===== config.mk =====
export PLATFORM = sky130hd
export DESIGN_NAME = pipe_ctrl_chain_flat
export DESIGN_NICKNAME = d
export VERILOG_FILES = /design/src/rtl/pipe_ctrl_chain_pkg.sv /design/src/rtl/pipe_ctrl_chain_if.sv /design/src/rtl/pipe_ctrl_chain_stage_reg.sv /design/src/rtl/pipe_ctrl_chain.sv /design/src/flat_wrapper.sv
export SDC_FILE = /design/constraint.sdc
export NUM_CORES = 1
export LEC_CHECK = 0
export CAP_MARGIN = 10
export CORE_UTILIZATION = 46
export CTS_CLUSTER_SIZE = 10
export DETAILED_ROUTE_END_ITERATION = 10
export PLACE_DENSITY = 0.81
export SKIP_CTS_REPAIR_TIMING = 1
export SYNTH_ARGS = -nofsm -noshare
export SYNTH_HDL_FRONTEND = slang
export SYNTH_SLANG_ARGS = --single-unit

===== constraint.sdc =====
create_clock -name clk -period 2.55 [get_ports clk]
set_input_delay 0.3825 -clock clk [delete_from_list [all_inputs] [get_ports clk]]
set_output_delay 0.3825 -clock clk [all_outputs]
set_load 0.005 [all_outputs]

===== src/rtl/pipe_ctrl_chain_pkg.sv =====
// Shared widths and control-field bit positions for the ID/EX -> EX/MEM -> MEM/WB control chain.
// Latency: none (declarations only).
// Backpressure: none (declarations only).
package pipe_ctrl_pkg;

  // Default field widths
  localparam int EX_W_DEF  = 3;   // ALUOp
  localparam int MEM_W_DEF = 3;   // {MemWrite, MemRead, xferByte}
  localparam int WB_W_DEF  = 2;   // {MemToReg, RegWrite}
  localparam int CNT_W_DEF = 16;  // performance counter width

  // Bit positions inside each field
  localparam int ALUOP_LSB    = 0;
  localparam int XFERBYTE_BIT = 0;
  localparam int MEMREAD_BIT  = 1;
  localparam int MEMWRITE_BIT = 2;
  localparam int REGWRITE_BIT = 0;
  localparam int MEMTOREG_BIT = 1;

endpackage


===== src/rtl/pipe_ctrl_chain_if.sv =====
// Decode-side control inputs and per-stage gated control outputs of the control chain.
// Latency: none (wiring only); counter signals exist only when PIPE_CTRL_PERF_EN is defined.
// Backpressure: no handshake; freeze/bubble_id/flush_ex steer the chain.
interface pipe_ctrl_chain_if
  import pipe_ctrl_pkg::*;
#(
  parameter int EX_W  = EX_W_DEF,
  parameter int MEM_W = MEM_W_DEF,
  parameter int WB_W  = WB_W_DEF
`ifdef PIPE_CTRL_PERF_EN
  ,
  parameter int CNT_W = CNT_W_DEF
`endif
) ();

  // Decode slot and pipeline steering
  logic             id_valid;
  logic [EX_W-1:0]  id_ex_ctrl;
  logic [MEM_W-1:0] id_mem_ctrl;
  logic [WB_W-1:0]  id_wb_ctrl;
  logic             bubble_id;
  logic             flush_ex;
  logic             freeze;

  // Stage outputs, already gated by their valid bits
  logic             ex_valid;
  logic [EX_W-1:0]  ex_ctrl;
  logic [WB_W-1:0]  ex_wb_ctrl;
  logic             mem_valid;
  logic [MEM_W-1:0] mem_ctrl;
  logic [WB_W-1:0]  mem_wb_ctrl;
  logic             wb_valid;
  logic [WB_W-1:0]  wb_ctrl;

`ifdef PIPE_CTRL_PERF_EN
  logic [CNT_W-1:0] bubble_cnt;
  logic [CNT_W-1:0] flush_cnt;

  modport master (
    output id_valid, id_ex_ctrl, id_mem_ctrl, id_wb_ctrl, bubble_id, flush_ex, freeze,
    input  ex_valid, ex_ctrl, ex_wb_ctrl, mem_valid, mem_ctrl, mem_wb_ctrl, wb_valid, wb_ctrl,
    input  bubble_cnt, flush_cnt
  );

  modport slave (
    input  id_valid, id_ex_ctrl, id_mem_ctrl, id_wb_ctrl, bubble_id, flush_ex, freeze,
    output ex_valid, ex_ctrl, ex_wb_ctrl, mem_valid, mem_ctrl, mem_wb_ctrl, wb_valid, wb_ctrl,
    output bubble_cnt, flush_cnt
  );
`else
  modport master (
    output id_valid, id_ex_ctrl, id_mem_ctrl, id_wb_ctrl, bubble_id, flush_ex, freeze,
    input  ex_valid, ex_ctrl, ex_wb_ctrl, mem_valid, mem_ctrl, mem_wb_ctrl, wb_valid, wb_ctrl
  );

  modport slave (
    input  id_valid, id_ex_ctrl, id_mem_ctrl, id_wb_ctrl, bubble_id, flush_ex, freeze,
    output ex_valid, ex_ctrl, ex_wb_ctrl, mem_valid, mem_ctrl, mem_wb_ctrl, wb_valid, wb_ctrl
  );
`endif

endinterface


===== src/rtl/pipe_ctrl_chain_stage_reg.sv =====
// One pipeline boundary register: W data bits plus a valid bit; kill empties the slot.
// Latency: one cycle from d_* to q_*.
// Backpressure: load=0 holds contents; kill wins over load and only clears valid.
module pipe_stage_reg #(
  parameter int W = 8
) (
  input  logic         clk,
  input  logic         reset,
  input  logic         load,
  input  logic         kill,
  input  logic         d_valid,
  input  logic [W-1:0] d_data,
  output logic         q_valid,
  output logic [W-1:0] q_data
);

  // Kill leaves stale data behind; downstream gating by q_valid keeps it invisible.
  always_ff @(posedge clk) begin
    if (!reset) begin
      q_valid <= 1'b0;
      q_data  <= '0;
    end else if (kill) begin
      q_valid <= 1'b0;
    end else if (load) begin
      q_valid <= d_valid;
      q_data  <= d_data;
    end
  end

endmodule


===== src/rtl/pipe_ctrl_chain.sv =====
// Control-field pipeline across ID/EX, EX/MEM, MEM/WB with bubble, flush and freeze (PIPE_CTRL_PERF_EN adds counters).
// Latency: one cycle per boundary; id_* reaches ex_* after 1 edge, mem_* after 2, wb_* after 3.
// Backpressure: freeze holds all three registers and defers any flush until the first unfrozen edge.
module pipe_ctrl_chain
  import pipe_ctrl_pkg::*;
#(
  parameter int EX_W  = EX_W_DEF,
  parameter int MEM_W = MEM_W_DEF,
  parameter int WB_W  = WB_W_DEF
`ifdef PIPE_CTRL_PERF_EN
  ,
  parameter int CNT_W = CNT_W_DEF
`endif
) (
  input  logic            clk,
  input  logic            reset,
  pipe_ctrl_chain_if.slave bus
);

  localparam int IDEX_W  = EX_W + MEM_W + WB_W;  // {ex, mem, wb}
  localparam int EXMEM_W = MEM_W + WB_W;         // {mem, wb}

  logic flush_pend;
  logic advance;
  logic flush;
  logic kill_idex;
  logic kill_exmem;

  // A flush requested while frozen and one arriving on the release edge merge into a single flush.
  assign advance    = !bus.freeze;
  assign flush      = bus.flush_ex | flush_pend;
  assign kill_idex  = advance & (flush | bus.bubble_id);
  assign kill_exmem = advance & flush;

  // Remember a flush seen during freeze; it is consumed by the first unfrozen edge.
  always_ff @(posedge clk) begin
    if (!reset) begin
      flush_pend <= 1'b0;
    end else if (bus.freeze) begin
      flush_pend <= flush_pend | bus.flush_ex;
    end else begin
      flush_pend <= 1'b0;
    end
  end

  logic               idex_valid;
  logic [IDEX_W-1:0]  idex_data;
  logic               exmem_valid;
  logic [EXMEM_W-1:0] exmem_data;
  logic               memwb_valid;
  logic [WB_W-1:0]    memwb_data;

  pipe_stage_reg #(.W(IDEX_W)) u_id_ex (
    .clk     (clk),
    .reset   (reset),
    .load    (advance),
    .kill    (kill_idex),
    .d_valid (bus.id_valid),
    .d_data  ({bus.id_ex_ctrl, bus.id_mem_ctrl, bus.id_wb_ctrl}),
    .q_valid (idex_valid),
    .q_data  (idex_data)
  );

  // The EX field is dropped here; only {mem, wb} moves on.
  pipe_stage_reg #(.W(EXMEM_W)) u_ex_mem (
    .clk     (clk),
    .reset   (reset),
    .load    (advance),
    .kill    (kill_exmem),
    .d_valid (idex_valid),
    .d_data  (idex_data[EXMEM_W-1:0]),
    .q_valid (exmem_valid),
    .q_data  (exmem_data)
  );

  // The older instruction in MEM always completes, even across a flush.
  pipe_stage_reg #(.W(WB_W)) u_mem_wb (
    .clk     (clk),
    .reset   (reset),
    .load    (advance),
    .kill    (1'b0),
    .d_valid (exmem_valid),
    .d_data  (exmem_data[WB_W-1:0]),
    .q_valid (memwb_valid),
    .q_data  (memwb_data)
  );

  // Every control output is masked by its slot's valid so bubbles never assert MemWrite/MemRead/RegWrite.
  assign bus.ex_valid    = idex_valid;
  assign bus.ex_ctrl     = {EX_W{idex_valid}}  & idex_data[EXMEM_W + ALUOP_LSB +: EX_W];
  assign bus.ex_wb_ctrl  = {WB_W{idex_valid}}  & idex_data[WB_W-1:0];
  assign bus.mem_valid   = exmem_valid;
  assign bus.mem_ctrl    = {MEM_W{exmem_valid}} & exmem_data[EXMEM_W-1 -: MEM_W];
  assign bus.mem_wb_ctrl = {WB_W{exmem_valid}} & exmem_data[WB_W-1:0];
  assign bus.wb_valid    = memwb_valid;
  assign bus.wb_ctrl     = {WB_W{memwb_valid}} & memwb_data;

`ifdef PIPE_CTRL_PERF_EN
  logic [CNT_W-1:0] bubble_cnt_q;
  logic [CNT_W-1:0] flush_cnt_q;

  // Saturating event counters; they only move on unfrozen edges.
  always_ff @(posedge clk) begin
    if (!reset) begin
      bubble_cnt_q <= '0;
      flush_cnt_q  <= '0;
    end else if (advance) begin
      if ((flush || bus.bubble_id) && (bubble_cnt_q != '1)) begin
        bubble_cnt_q <= bubble_cnt_q + CNT_W'(1);
      end
      if (flush && (flush_cnt_q != '1)) begin
        flush_cnt_q <= flush_cnt_q + CNT_W'(1);
      end
    end
  end

  assign bus.bubble_cnt = bubble_cnt_q;
  assign bus.flush_cnt  = flush_cnt_q;
`endif

endmodule

===== src/flat_wrapper.sv =====
// flat-port wrapper written by rule: the top's interface ports become plain ports
module pipe_ctrl_chain_flat import pipe_ctrl_pkg::*;
#(
  parameter int EX_W  = EX_W_DEF,
  parameter int MEM_W = MEM_W_DEF,
  parameter int WB_W  = WB_W_DEF

)
  (clk, reset, bus_id_valid, bus_id_ex_ctrl, bus_id_mem_ctrl, bus_id_wb_ctrl, bus_bubble_id, bus_flush_ex, bus_freeze, bus_ex_valid, bus_ex_ctrl, bus_ex_wb_ctrl, bus_mem_valid, bus_mem_ctrl, bus_mem_wb_ctrl, bus_wb_valid, bus_wb_ctrl);
  pipe_ctrl_chain_if #(.EX_W(EX_W), .MEM_W(MEM_W), .WB_W(WB_W)) bus_i ();
  input  logic clk;
  input  logic reset;
  input wire logic [$bits(bus_i.id_valid)-1:0] bus_id_valid;
  input wire logic [$bits(bus_i.id_ex_ctrl)-1:0] bus_id_ex_ctrl;
  input wire logic [$bits(bus_i.id_mem_ctrl)-1:0] bus_id_mem_ctrl;
  input wire logic [$bits(bus_i.id_wb_ctrl)-1:0] bus_id_wb_ctrl;
  input wire logic [$bits(bus_i.bubble_id)-1:0] bus_bubble_id;
  input wire logic [$bits(bus_i.flush_ex)-1:0] bus_flush_ex;
  input wire logic [$bits(bus_i.freeze)-1:0] bus_freeze;
  output wire logic [$bits(bus_i.ex_valid)-1:0] bus_ex_valid;
  output wire logic [$bits(bus_i.ex_ctrl)-1:0] bus_ex_ctrl;
  output wire logic [$bits(bus_i.ex_wb_ctrl)-1:0] bus_ex_wb_ctrl;
  output wire logic [$bits(bus_i.mem_valid)-1:0] bus_mem_valid;
  output wire logic [$bits(bus_i.mem_ctrl)-1:0] bus_mem_ctrl;
  output wire logic [$bits(bus_i.mem_wb_ctrl)-1:0] bus_mem_wb_ctrl;
  output wire logic [$bits(bus_i.wb_valid)-1:0] bus_wb_valid;
  output wire logic [$bits(bus_i.wb_ctrl)-1:0] bus_wb_ctrl;
  assign bus_i.id_valid = bus_id_valid;
  assign bus_i.id_ex_ctrl = bus_id_ex_ctrl;
  assign bus_i.id_mem_ctrl = bus_id_mem_ctrl;
  assign bus_i.id_wb_ctrl = bus_id_wb_ctrl;
  assign bus_i.bubble_id = bus_bubble_id;
  assign bus_i.flush_ex = bus_flush_ex;
  assign bus_i.freeze = bus_freeze;
  assign bus_ex_valid = bus_i.ex_valid;
  assign bus_ex_ctrl = bus_i.ex_ctrl;
  assign bus_ex_wb_ctrl = bus_i.ex_wb_ctrl;
  assign bus_mem_valid = bus_i.mem_valid;
  assign bus_mem_ctrl = bus_i.mem_ctrl;
  assign bus_mem_wb_ctrl = bus_i.mem_wb_ctrl;
  assign bus_wb_valid = bus_i.wb_valid;
  assign bus_wb_ctrl = bus_i.wb_ctrl;
  pipe_ctrl_chain #(.EX_W(EX_W), .MEM_W(MEM_W), .WB_W(WB_W)) u_core (.clk(clk), .reset(reset), .bus(bus_i));
endmodule

Word-level counts from Yosys, hierarchy flattened
Cells that the tools add are included.
{ "totals": {"output_inout_bits": 15, "elab_cells": 26, "regBits": 19, "inputBits": 14} }
{ "op_classes": {"n_reduce_logical": 6, "n_bitwise": 13} }
{ "op_table": {"columns": ["operator", "n"], "rows": [
  ["2-bit bitwise AND", 3],
  ["3-bit bitwise AND", 2],
  ["2-bit AND reduction", 3],
  ["1-bit NOT", 4],
  ["2-bit OR reduction", 2],
  ["1-bit bitwise AND", 2],
  ["1-bit bitwise OR", 2],
  ["1-bit logical NOT", 1]
]} }

Depth between registers and ports, before layout
Gate-level depths: netlist of the first run.
{ "depth": {"word_depth": 5, "depth_mapped": 4, "mapped_depth_nobuf": 2} }

Cells and area by module
A second synthesis of the first run with hierarchy kept.
{ "hier_totals": {"cells_unflattened": 98, "hier_area_um2": 894.6} }
{ "modules_own_cells": {"columns": ["module", "cells_each", "n_inst", "area_per_inst_um2", "seq_area_each_um2"], "rows": [
  ["pipe_stage_reg (u_core.u_id_ex)", 39, 1, 381.6, 180.2],
  ["pipe_stage_reg (u_core.u_ex_mem)", 26, 1, 255.2, 120.1],
  ["pipe_stage_reg (u_core.u_mem_wb)", 12, 1, 131.4, 60.1],
  ["pipe_ctrl_chain", 21, 1, 126.4, 20.0]
]} }

Worst setup path after synthesis of the first run
OpenSTA, ideal clock, no wires.
{ "synth_path": {"path_type": "input-to-reg", "startpoint": "input bus_freeze", "endpoint": "register u_core.u_id_ex.q_data[0]", "path_slack_ps": 1370, "required_ps": 2478, "path_stages": 4, "path_buffers": 2, "arrival_ps": 1109, "setup_time_ps": 72, "path_cell_list": "buf_6 nor4_4 buf_6 mux2i_1"} }
{ "synth_between": {"elab_chain_cells": 4, "elab_cells_between_ends": 5, "cone_classes": "3 x bitwise; 2 x reduce/logical"} }
{ "synth_rtl": {"columns": ["element", "line", "source"], "rows": [
  ["start, declared", "flat_wrapper.sv:19", "input wire logic [$bits(bus_i.freeze)-1:0] bus_freeze;"],
  ["1-bit logical NOT", "pipe_ctrl_chain.sv:30", "assign advance = !bus.freeze;"],
  ["1-bit bitwise AND", "pipe_ctrl_chain.sv:32", "assign kill_idex = advance & (flush | bus.bubble_id);"],
  ["1-bit NOT (no source line)", null, null],
  ["2-bit AND reduction (no source line) (*)", null, null],
  ["end signal, assigned", "pipe_ctrl_chain_stage_reg.sv:26", "q_data <= d_data;"],
  ["end, declared", "pipe_ctrl_chain_stage_reg.sv:14", "output logic [W-1:0] q_data"]
]} }
Mark *: on every way between the ends. The rest lies on a longest branch, timed or not.
A chain may end at the register's enable or synchronous reset.

Worst setup path in the final report of the first run
{ "layout_path": {"startpoint": "register u_core.u_id_ex.q_valid", "endpoint": "output bus_ex_ctrl[1]"} }
{ "layout_between": {"elab_chain_cells": 1} }
{ "layout_rtl": {"columns": ["element", "line", "source"], "rows": [
  ["start, declared", "pipe_ctrl_chain_stage_reg.sv:13", "output logic q_valid,"],
  ["start signal, assigned", "pipe_ctrl_chain_stage_reg.sv:25", "q_valid <= d_valid;"],
  ["3-bit bitwise AND", "pipe_ctrl_chain.sv:90", "assign bus.ex_ctrl = {EX_W{idex_valid}} & idex_data[EXMEM_W + ALUOP_LSB +: EX_W];"],
  ["end, declared", "flat_wrapper.sv:21", "output wire logic [$bits(bus_i.ex_ctrl)-1:0] bus_ex_ctrl;"]
]} }
Every way passes these cells.

==> key figures, run 1 <==
Outcome
  – Status: finished clean

Min path
  – WHS Path Cells: 2
  – Worst hold endpoint: u_core.u_id_ex.q_data[7]
  – HP Start: u_core.u_id_ex.q_data[7]
  – Worst Hold Class: flop to flop

Timing
  – Tmin final: ~1800 ps
  – RSZ-0062 raised after global routing: no
  – Fin crit share: between 70% and 80%
  – Max Fclk: between 500 and 600 MHz
  – Rel. slew slack: between 60% and 70%
  – Worst slew pin tran: around 460 ps
  – Setup_tns: 0 ps
  – Clock skew: 3.35 ps
  – Max Slew Vio Count: 0
  – Final worst setup slack: about 750 ps
  – Final Setup Violations: 0
  – Final Hold Fails: 0

Die
  – Num ports: 29
  – Initial core utilization: 52.1%
  – Core area: around 0.0016 mm^2
  – Die height: 44.5 um
  – Die Span X: ~44 um
  – Total Die Area: between 0.0015 and 0.002 mm^2
  – Row cnt: 14

Setup path
  – CP arrival: around 1400 ps
  – Critical path type: flop to output pin
  – Cell depth of the worst setup path: 2
  – R2R Path Start: u_core.flush_pend
  – Register-to-Register Setup Slack: 1450 ps
  – CP Capture Type: output pin
  – Critical path required time: between 2000 and 2500 ps
  – Maximum fanout along the worst path: 8
  – Worst Reg2Reg Path Length in Cells: 3
  – CP peak stage delay: roughly 500 ps
  – Worst r2r dst: u_core.u_id_ex.q_data[2]
  – Cell family with most CP delay: buffers and inverters
  – Worst-path cell chain: and2_1 > clkdlybuf4s50_1
  – Crit-path slowest cell: clkdlybuf4s50_1
  – Critical path buffer and inverter count: 1
  – Startpoint Class: flop

Clock tree
  – TritonCTS buffer count: 3
  – Root buf cell: clkbuf_4
  – CTS tree: yes
  – Insertion delay to the later sink of the worst-skew pair: roughly 290 ps
  – Clock buffer depth: 2
  – CTS H-Tree Depth: 1
  – Clock sinks: 19
  – Clock transition at path regs: around 100 ps

Route
  – Post-DRT Antenna Nets: 0
  – Iter 0 DRT Violations: 9
  – DR vias/cell: 4.85
  – Drt drc: 0
  – DR vias: 660
  – Post-DR wirelength/cell: approximately 12 um
  – Drt pass-1 iters: 4
  – Total wire length: around 1600 um

Pwr
  – Internal power: 0.395 mW
  – Pwr per Cell Area: 444 mW/mm^2
  – Worst VDD drop: 0.000353 V
  – Switching power: 0.112 mW
  – Combinational share of power: 10.7%
  – Clk pwr share: around 29%
  – Switch share: between 20% and 30%
  – Flop pwr share: between 60% and 70%
  – Lkg Pwr: between 0.4 and 0.5 nW

GRT
  – First-pass GRT wire length: 2690 um
  – Gr usage total: 18.9%
  – Vias in the first global route: slightly above 600
  – Global route overflow: 0
  – Initial antenna violation count: 0
  – Largest net degree at the start of global routing: 16

Layout
  – Area delta synth->final: 37.8%
  – Ant. Diodes: 0
  – Cell area after layout: ~0.0011 mm^2
  – Share of cells above drive strength 1: about 8.9%
  – # fillers: 134
  – Final nets: about 130

Placed design
  – Port buffer count: 28
  – RD Place Congestion: about 0.67
  – Worst slack at placement: 672 ps
  – Hpwl dp: ~1200 um
  – DP Area: about 0.0011 mm^2

Synth
  – Synthesized Nets: between 90 and 100
  – Post-Syn Area per Cell: 10.0 um^2
  – Count of different cell masters after synthesis: 13
  – Area leader, netlist: dfxtp_1
  – Yosys top cell area share: between 40 and 50%
  – Register bit total from synthesis: 19
  – Top post-synthesis cells by area: dfxtp_1, mux2i_1, nand2_1, and2_1, buf_6
  – Post-synthesis cell count: 83
  – Ys Warns: 0
  – Sequential share of the synthesized area: 45.8%
  – Synthesized cell area: 831 um^2

Flow run
  – Max_cap viols: 0
cell usage in the layout, fill, tap and decap left out:
| cell | count |
|---|---|
| nor3_4 | 1 |
| dfxtp_1 | 19 |
| mux2i_1 | 16 |
| clkdlybuf4s50_1 | 28 |
| buf_4 | 2 |
| clkbuf_1 | 1 |
| nor2b_1 | 3 |
| clkbuf_4 | 3 |
| nand2_1 | 21 |
| a31o_2 | 1 |
| o211a_1 | 1 |
| a31o_1 | 1 |
| and3_2 | 2 |
| and2_1 | 12 |
| nor4_4 | 1 |
power groups by stage:
| stage | logic, mW | registers (mW) | clock network (mW) |
|---|---|---|---|
| detailed placement | 0.0544 | 0.314 | 0 |
| CTS | 0.0547 | 0.307 | 0.151 |
| finish | 0.0543 | 0.307 | 0.146 |
| floorplan | 0.0299 | 0.313 | 0 |
| global route | 0.0596 | 0.308 | 0.166 |
| global placement | 0.0538 | 0.314 | 0 |
flip-flops by register name, indices dropped and copies added, names as in the netlist:
register and count:
u_core.u_ex_mem.q_data 5, u_core.u_id_ex.q_data 8, u_core.u_ex_mem.q_valid 1, u_core.u_mem_wb.q_data 2, u_core.u_mem_wb.q_valid 1, u_core.flush_pend 1, u_core.u_id_ex.q_valid 1
cells by family after synthesis:
family | synth area share, %
simple gates | 27.1
flops | 45.8
mux | 19.3
buf+inv | 4.52
compound gates | 3.31
worst max path at each step:
| stage | startpoint | endpoint | slack (ps) |
|---|---|---|---|
| 2_1_floorplan | bus_freeze | u_core.u_id_ex.q_data[0] | 1370 |
| 3_3_place_gp | bus_freeze | u_core.u_id_ex.q_data[2] | 710 |
| 3_5_place_dp | bus_freeze | u_core.u_id_ex.q_data[2] | 670 |
| 4_1_cts | u_core.u_id_ex.q_valid | bus_ex_ctrl[1] | 730 |
| 5_1_grt | u_core.u_id_ex.q_valid | bus_ex_ctrl[1] | 650 |
| 6_report | u_core.u_id_ex.q_valid | bus_ex_ctrl[1] | 750 |
area by class of cell:
cell class	count	area [um^2]	share of cell area (%)
Tap cell	24	30.0	2.62
Sequential cell	19	380	33.2
Multi-Input combinational cell	59	413	36.1
Timing Repair Buffer	30	295	25.8
Clock buffer	4	26.3	2.30
metrics by stage:
stage	utilization (%)	hold slack (ps)	std cells	total power, mW
after CTS	71.8	460	136	0.513
after global routing	71.8	492	136	0.534
final	71.8	461	136	0.508
after global placement	70.2	439	132	0.367
after detailed placement	70.2	446	132	0.369
after floorplan	-	430	83	0.343
synth_stat cells:
| master | instances |
|---|---|
| buf_2 | 3 |
| and3_2 | 2 |
| nand2_1 | 21 |
| nor4_4 | 1 |
| buf_6 | 2 |
| o211a_1 | 1 |
| a31o_2 | 1 |
| and2_1 | 12 |
| mux2i_1 | 16 |
| a31o_1 | 1 |
| dfxtp_1 | 19 |
| nor2b_1 | 3 |
| nor3_4 | 1 |
per-layer routing:
layer  track usage, %  routed length, um  vias to the layer above  share of wire [%]
met5                0                  0                        -                  0
met1             22.4                703                      306                 44
met2             32.4                799                       14                 50
met4             7.27                 13                        0               0.82
li1                 -                  -                      338                  -
met3             5.31                 72                        2                4.5
worst min-delay path: cells and delay by family (launching register included):
family        cells  cell delay, ps
flops             1             320
simple gates      1              50
mux               1              50
Note: power is estimated with default switching activity, not from simulation.
==> run 2: changes to the inputs <==
--- a/config.mk
+++ b/config.mk
@@ -6,10 +6,10 @@
 export NUM_CORES = 1
 export LEC_CHECK = 0
 export CAP_MARGIN = 10
-export CORE_UTILIZATION = 46
+export CORE_UTILIZATION = 39
 export CTS_CLUSTER_SIZE = 10
 export DETAILED_ROUTE_END_ITERATION = 10
-export PLACE_DENSITY = 0.81
+export PLACE_DENSITY = 0.73
 export SKIP_CTS_REPAIR_TIMING = 1
 export SYNTH_ARGS = -nofsm -noshare
 export SYNTH_HDL_FRONTEND = slang
==> constraint.sdc (replaced) <==
create_clock -name clk -period 1.5 [get_ports clk]
set_input_delay 0.225 -clock clk [delete_from_list [all_inputs] [get_ports clk]]
set_output_delay 0.225 -clock clk [all_outputs]
set_load 0.005 [all_outputs]
==> key figures, run 2 (synthesis results as in run 1) <==
Timing
  – Final Hold Fails: 0 (unchanged)
  – Rel. slew slack: 82.6% (+13 points)
  – Final worst setup slack: 97.9 ps (-654 ps)
  – Worst slew pin tran: 259 ps (-199 ps)
  – RSZ-0062 raised after global routing: no
  – Tmin final: ~1400 ps
  – Clock skew: 1.70 ps (-1.66 ps)
  – Fin crit share: between 90 and 100%
  – Max Slew Vio Count: 0 (unchanged)
  – WHS: 463 ps (+2.38 ps)
  – Final Setup Violations: 0 (unchanged)
  – Setup_tns: 0 ps (unchanged)
  – Max Fclk: slightly above 700 MHz

Setup path
  – CP arrival: 1180 ps (-240 ps)
  – Worst-path cell chain: clkdlybuf4s50_1
  – CP Capture Type: output pin
  – Maximum fanout along the worst path: 8 (unchanged)
  – Startpoint Class: flop
  – Cell family with most CP delay: buffers and inverters
  – Critical path buffer and inverter count: 1 (unchanged)
  – Crit-path slowest cell: clkdlybuf4s50_1
  – Critical path required time: 1270 ps (-900 ps)
  – Cell depth of the worst setup path: 1 (-1)
  – Worst Reg2Reg Path Length in Cells: 3 (unchanged)
  – CP peak stage delay: 500 ps (about the same)
  – Critical path type: flop to output pin

Route
  – Drt drc: 0 (unchanged)
  – Post-DRT Antenna Nets: 0 (unchanged)
  – DR vias/cell: 4.58 (-5.7%)
  – DR vias: 668 (+1.2%)
  – Drt pass-1 iters: 6 (+2)
  – Iter 0 DRT Violations: 7 (-2)
  – Post-DR wirelength/cell: 11.5 um (-1.7%)
  – Total wire length: 1680 um (+5.5%)

Die
  – Initial core utilization: 41.9% (-10 points)
  – Row cnt: 16 (+2)
  – Total Die Area: 0.00232 mm^2 (+17%)
  – Num ports: 29 (unchanged)
  – Die Span X: 48.2 um (+8.2%)
  – Core area: 0.00198 mm^2 (+24%)
  – Die height: 48.2 um (+8.2%)

Layout
  – Largest Register: u_core.u_id_ex.q_data
  – Cell area after layout: 0.00125 mm^2 (+9.5%)
  – Area delta synth->final: 50.9%
  – Share of cells above drive strength 1: 17.6% (+8.7 points)
  – Most common cell after layout, fill and taps aside: nand2_1
  – Regs by FF count: u_core.u_id_ex.q_data x8, u_core.u_ex_mem.q_data x5, u_core.u_mem_wb.q_data x2
  – Max FFs per register: 8 (unchanged)
  – Most frequent cells in the layout: nand2_1, mux2i_1, clkdlybuf4s50_1
  – Ant. Diodes: 0 (unchanged)
  – Final nets: 134 (+5.5%)

Min path
  – WHS Path Cells: 2 (unchanged)
  – Worst Hold Class: flop to flop

GRT
  – Initial antenna violation count: 0 (unchanged)
  – Gr usage total: 16.4% (-2.5 points)
  – Largest net degree at the start of global routing: 17 (+1)
  – First-pass GRT wire length: 2620 um (-2.6%)
  – Vias in the first global route: 635 (+2.1%)
  – Global route overflow: 0 (unchanged)

Clock tree
  – Clock buffer depth: 2 (unchanged)
  – CTS H-Tree Depth: 1 (unchanged)
  – TritonCTS buffer count: 3 (unchanged)
  – Clock transition at path regs: 100 ps (about the same)
  – CTS tree: yes
  – Insertion delay to the later sink of the worst-skew pair: 280 ps (about the same)
  – Clock sinks: 19 (unchanged)
  – Root buf cell: clkbuf_4

Flow run
  – Max_cap viols: 0 (unchanged)

Placed design
  – Hpwl dp: 1270 um (+8.5%)
  – RD Place Congestion: 0.713 (+6.4%)
  – Port buffer count: 28 (unchanged)
  – DP Area: 0.00118 mm^2 (+5.5%)
  – Worst slack at placement: -29.2 ps (-702 ps)

Outcome
  – Status: finished clean

Pwr
  – Worst VDD drop: 0.000469 V (+33%)
  – Pwr per Cell Area: 697 mW/mm^2 (+57%)
  – Lkg Pwr: 0.703 nW (+61%)
-- run 2: changes by cell type in the layout (fill, tap and decap cells not counted), sizes merged --
cell / change
buf: +7
dlymetal6s2s: +12
clkdlybuf4s50: -12
-- run 2: area by class of cell --
type / count / area (um^2)
multi-input cells: 59 / 413
well taps: 27 / 33.8
fillers: 168 / 728
flip-flops and latches: 19 / 390
repair buffers: 37 / 390
clock buffers: 4 / 26.3
-- run 2: path summary, 6_finish.rpt --
check / to / startpoint / slack, ps
max: bus_ex_valid / u_core.u_id_ex.q_valid / 100
min: u_core.u_id_ex.q_data[7] / u_core.u_id_ex.q_data[7] / 460
max reg2reg: u_core.u_id_ex.q_data[7] / u_core.flush_pend / 420
min reg2reg: u_core.u_id_ex.q_data[7] / u_core.u_id_ex.q_data[7] / 460
-- run 2: through the flow --
step	util (%)	cells	total power, mW
4_1_cts	60.9	145	0.889
3_5_place_dp	59.5	141	0.642
6_report	63.3	146	0.874
2_1_floorplan	-	83	0.583
5_1_grt	63.3	146	0.925
3_3_place_gp	59.5	141	0.640
-- run 2: worst register-to-register path, delay by kind of cell (launching register included) --
family / cells / cell delay [ps]
flip-flops: 1 / 380
AND/OR/NAND/NOR: 1 / 280
buffers and inverters: 1 / 180
multiplexers: 1 / 180
-- run 2: routing by layer --
metal	vias up	routed length [um]	global-route usage [%]
met5	-	0	0
met3	2	53	3.33
met2	12	879	29.1
met4	0	13	6.67
met1	307	729	19.2
li1	347	-	-
-- run 2: report_power, final --
part           switching, mW  internal [mW]  total (mW)
combinational         0.0411         0.0665       0.108
clock                  0.144          0.103       0.248
sequential           0.00709          0.512       0.519
total                  0.193          0.682       0.874
==> run 3: changes to the inputs <==
--- a/config.mk
+++ b/config.mk
@@ -6,6 +6,7 @@
 export NUM_CORES = 1
 export LEC_CHECK = 0
 export CAP_MARGIN = 10
+export CORE_MARGIN = 4
 export CORE_UTILIZATION = 39
 export CTS_CLUSTER_SIZE = 10
 export DETAILED_ROUTE_END_ITERATION = 10
==> key figures, run 3 (synthesis results as in run 1) <==
Timing
  – Max Fclk: 709 MHz (-0.66%)
  – RSZ-0062 raised after global routing: no
  – Setup_tns: 0 ps (unchanged)
  – Max Slew Vio Count: 0 (unchanged)
  – Rel. slew slack: 84.6% (+2.0 points)
  – Tmin final: 1410 ps (+9.31 ps)
  – Clock skew: 3.57 ps (+1.88 ps)
  – WHS: 460 ps (-2.90 ps)
  – Final Hold Fails: 0 (unchanged)
  – Worst slew pin tran: 230 ps (-29.3 ps)
  – Fin crit share: 94.1% (+0.62 points)
  – Final worst setup slack: 88.6 ps (-9.31 ps)
  – Final Setup Violations: 0 (unchanged)

GRT
  – Largest net degree at the start of global routing: 17 (unchanged)
  – Global route overflow: 0 (unchanged)
  – Initial antenna violation count: 0 (unchanged)
  – Vias in the first global route: 664 (+4.6%)
  – Gr usage total: 14.1% (-2.4 points)
  – First-pass GRT wire length: 2860 um (+8.9%)

Setup path
  – Startpoint Class: flop
  – Cell family with most CP delay: buffers and inverters
  – Worst Reg2Reg Path Length in Cells: 3 (unchanged)
  – Maximum fanout along the worst path: 7 (-1)
  – Critical path type: flop to output pin
  – CP Capture Type: output pin
  – Crit-path slowest cell: clkdlybuf4s50_1
  – Critical path buffer and inverter count: 1 (unchanged)
  – CP arrival: 1190 ps (about the same)
  – Critical path required time: 1270 ps (about the same)
  – Worst-path cell chain: clkdlybuf4s50_1
  – Cell depth of the worst setup path: 1 (unchanged)
  – CP peak stage delay: 500 ps (about the same)

Pwr
  – Clk pwr share: 29.3% (+1.0 points)
  – Combinational share of power: 12.4% (about the same)
  – Lkg Pwr: 0.703 nW (about the same)
  – Pwr per Cell Area: 710 mW/mm^2 (+1.8%)
  – Internal power: 0.683 mW (+0.26%)
  – Flop pwr share: 58.4% (-1.0 points)
  – Switching power: 0.206 mW (+6.7%)
  – Design Power: 0.889 mW (+1.7%)
  – Switch share: 23.1% (+1.1 points)
  – Worst VDD drop: 0.000539 V (+15%)

Layout
  – Share of cells above drive strength 1: 16.8% (-0.84 points)
  – Non-Filler Instances: 146 (unchanged)
  – Final nets: 134 (unchanged)
  – Most frequent cells in the layout: nand2_1, mux2i_1, clkdlybuf4s50_1, dfxtp_1
  – Most common cell after layout, fill and taps aside: nand2_1
  – Largest Register: u_core.u_id_ex.q_data
  – Regs by FF count: u_core.u_id_ex.q_data x8, u_core.u_ex_mem.q_data x5, u_core.u_mem_wb.q_data x2
  – Ant. Diodes: 0 (unchanged)
  – Max FFs per register: 8 (unchanged)
  – Area delta synth->final: 50.8% (about the same)

Die
  – Die Span X: 54.2 um (+12%)
  – Initial core utilization: 41.5% (-0.42 points)
  – Die height: 54.2 um (+12%)
  – Total Die Area: 0.00293 mm^2 (+26%)
  – Core area: 0.00200 mm^2 (+1.0%)
  – Row cnt: 16 (unchanged)
  – Num ports: 29 (unchanged)

Clock tree
  – CTS H-Tree Depth: 1 (unchanged)
  – Root buf cell: clkbuf_4
  – CTS tree: yes
  – Insertion delay to the later sink of the worst-skew pair: 300 ps (+20 ps)
  – Clock buffer depth: 2 (unchanged)
  – Clock transition at path regs: 100 ps (about the same)
  – TritonCTS buffer count: 3 (unchanged)
  – Clock sinks: 19 (unchanged)

Route
  – Iter 0 DRT Violations: 5 (-2)
  – DR vias: 696 (+4.2%)
  – Total wire length: 1770 um (+5.7%)
  – Drt pass-1 iters: 3 (-3)
  – Post-DR wirelength/cell: 12.1 um (+5.7%)
  – Drt drc: 0 (unchanged)
  – Post-DRT Antenna Nets: 0 (unchanged)
  – DR vias/cell: 4.77 (+4.2%)

Outcome
  – Status: finished clean

Min path
  – Worst Hold Class: flop to flop
  – WHS Path Cells: 2 (unchanged)

Placed design
  – Worst slack at placement: -23.6 ps (+5.61 ps)
  – # placed instances: 141 (unchanged)
  – Port buffer count: 28 (unchanged)
  – RD Place Congestion: 0.723 (+1.5%)
  – Hpwl dp: 1270 um (about the same)

Flow run
  – Max_cap viols: 0 (unchanged)
run 3: cell counts in the layout (fill, tap and decap cells not counted):
Identical to the previous run, type by type.
run 3: power by group through the flow:
stage	Clock [mW]	Sequential (mW)	Combinational [mW]
after detailed placement	0	0.534	0.109
after CTS	0.273	0.522	0.110
after floorplan	0	0.532	0.0508
after global placement	0	0.534	0.108
after global routing	0.295	0.521	0.119
final	0.260	0.519	0.110
run 3: worst paths after layout:
check,start,to,slack [ps]
setup / recovery,u_core.u_id_ex.q_valid,bus_ex_valid,90
hold / removal,u_core.u_id_ex.q_data[5],u_core.u_id_ex.q_data[5],460
setup reg to reg,u_core.flush_pend,u_core.u_id_ex.q_data[7],400
hold reg to reg,u_core.u_id_ex.q_data[5],u_core.u_id_ex.q_data[5],460
run 3: layer usage:
metal	share of wire [%]	wire length, um	GRT usage, %	vias up
met2	44	787	21.5	20
met4	1.5	26	8.71	0
li1	-	-	-	349
met5	0	0	0	-
met1	47	833	18.1	323
met3	7.1	125	2.49	4
run 3: per-stage QoR:
step,utilization [%],instance area (um^2)
5_1_grt,62.6,1250
3_3_place_gp,58.9,1180
2_1_floorplan,-,831
4_1_cts,60.3,1210
3_5_place_dp,58.9,1180
6_report,62.6,1250
run 3: layout make-up:
| class | count | area [um^2] |
|---|---|---|
| fillers | 177 | 749 |
| multi-input cells | 59 | 413 |
| repair buffers | 37 | 390 |
| flip-flops and latches | 19 | 389 |
| well taps | 27 | 33.8 |
| clock buffers | 4 | 26.3 |
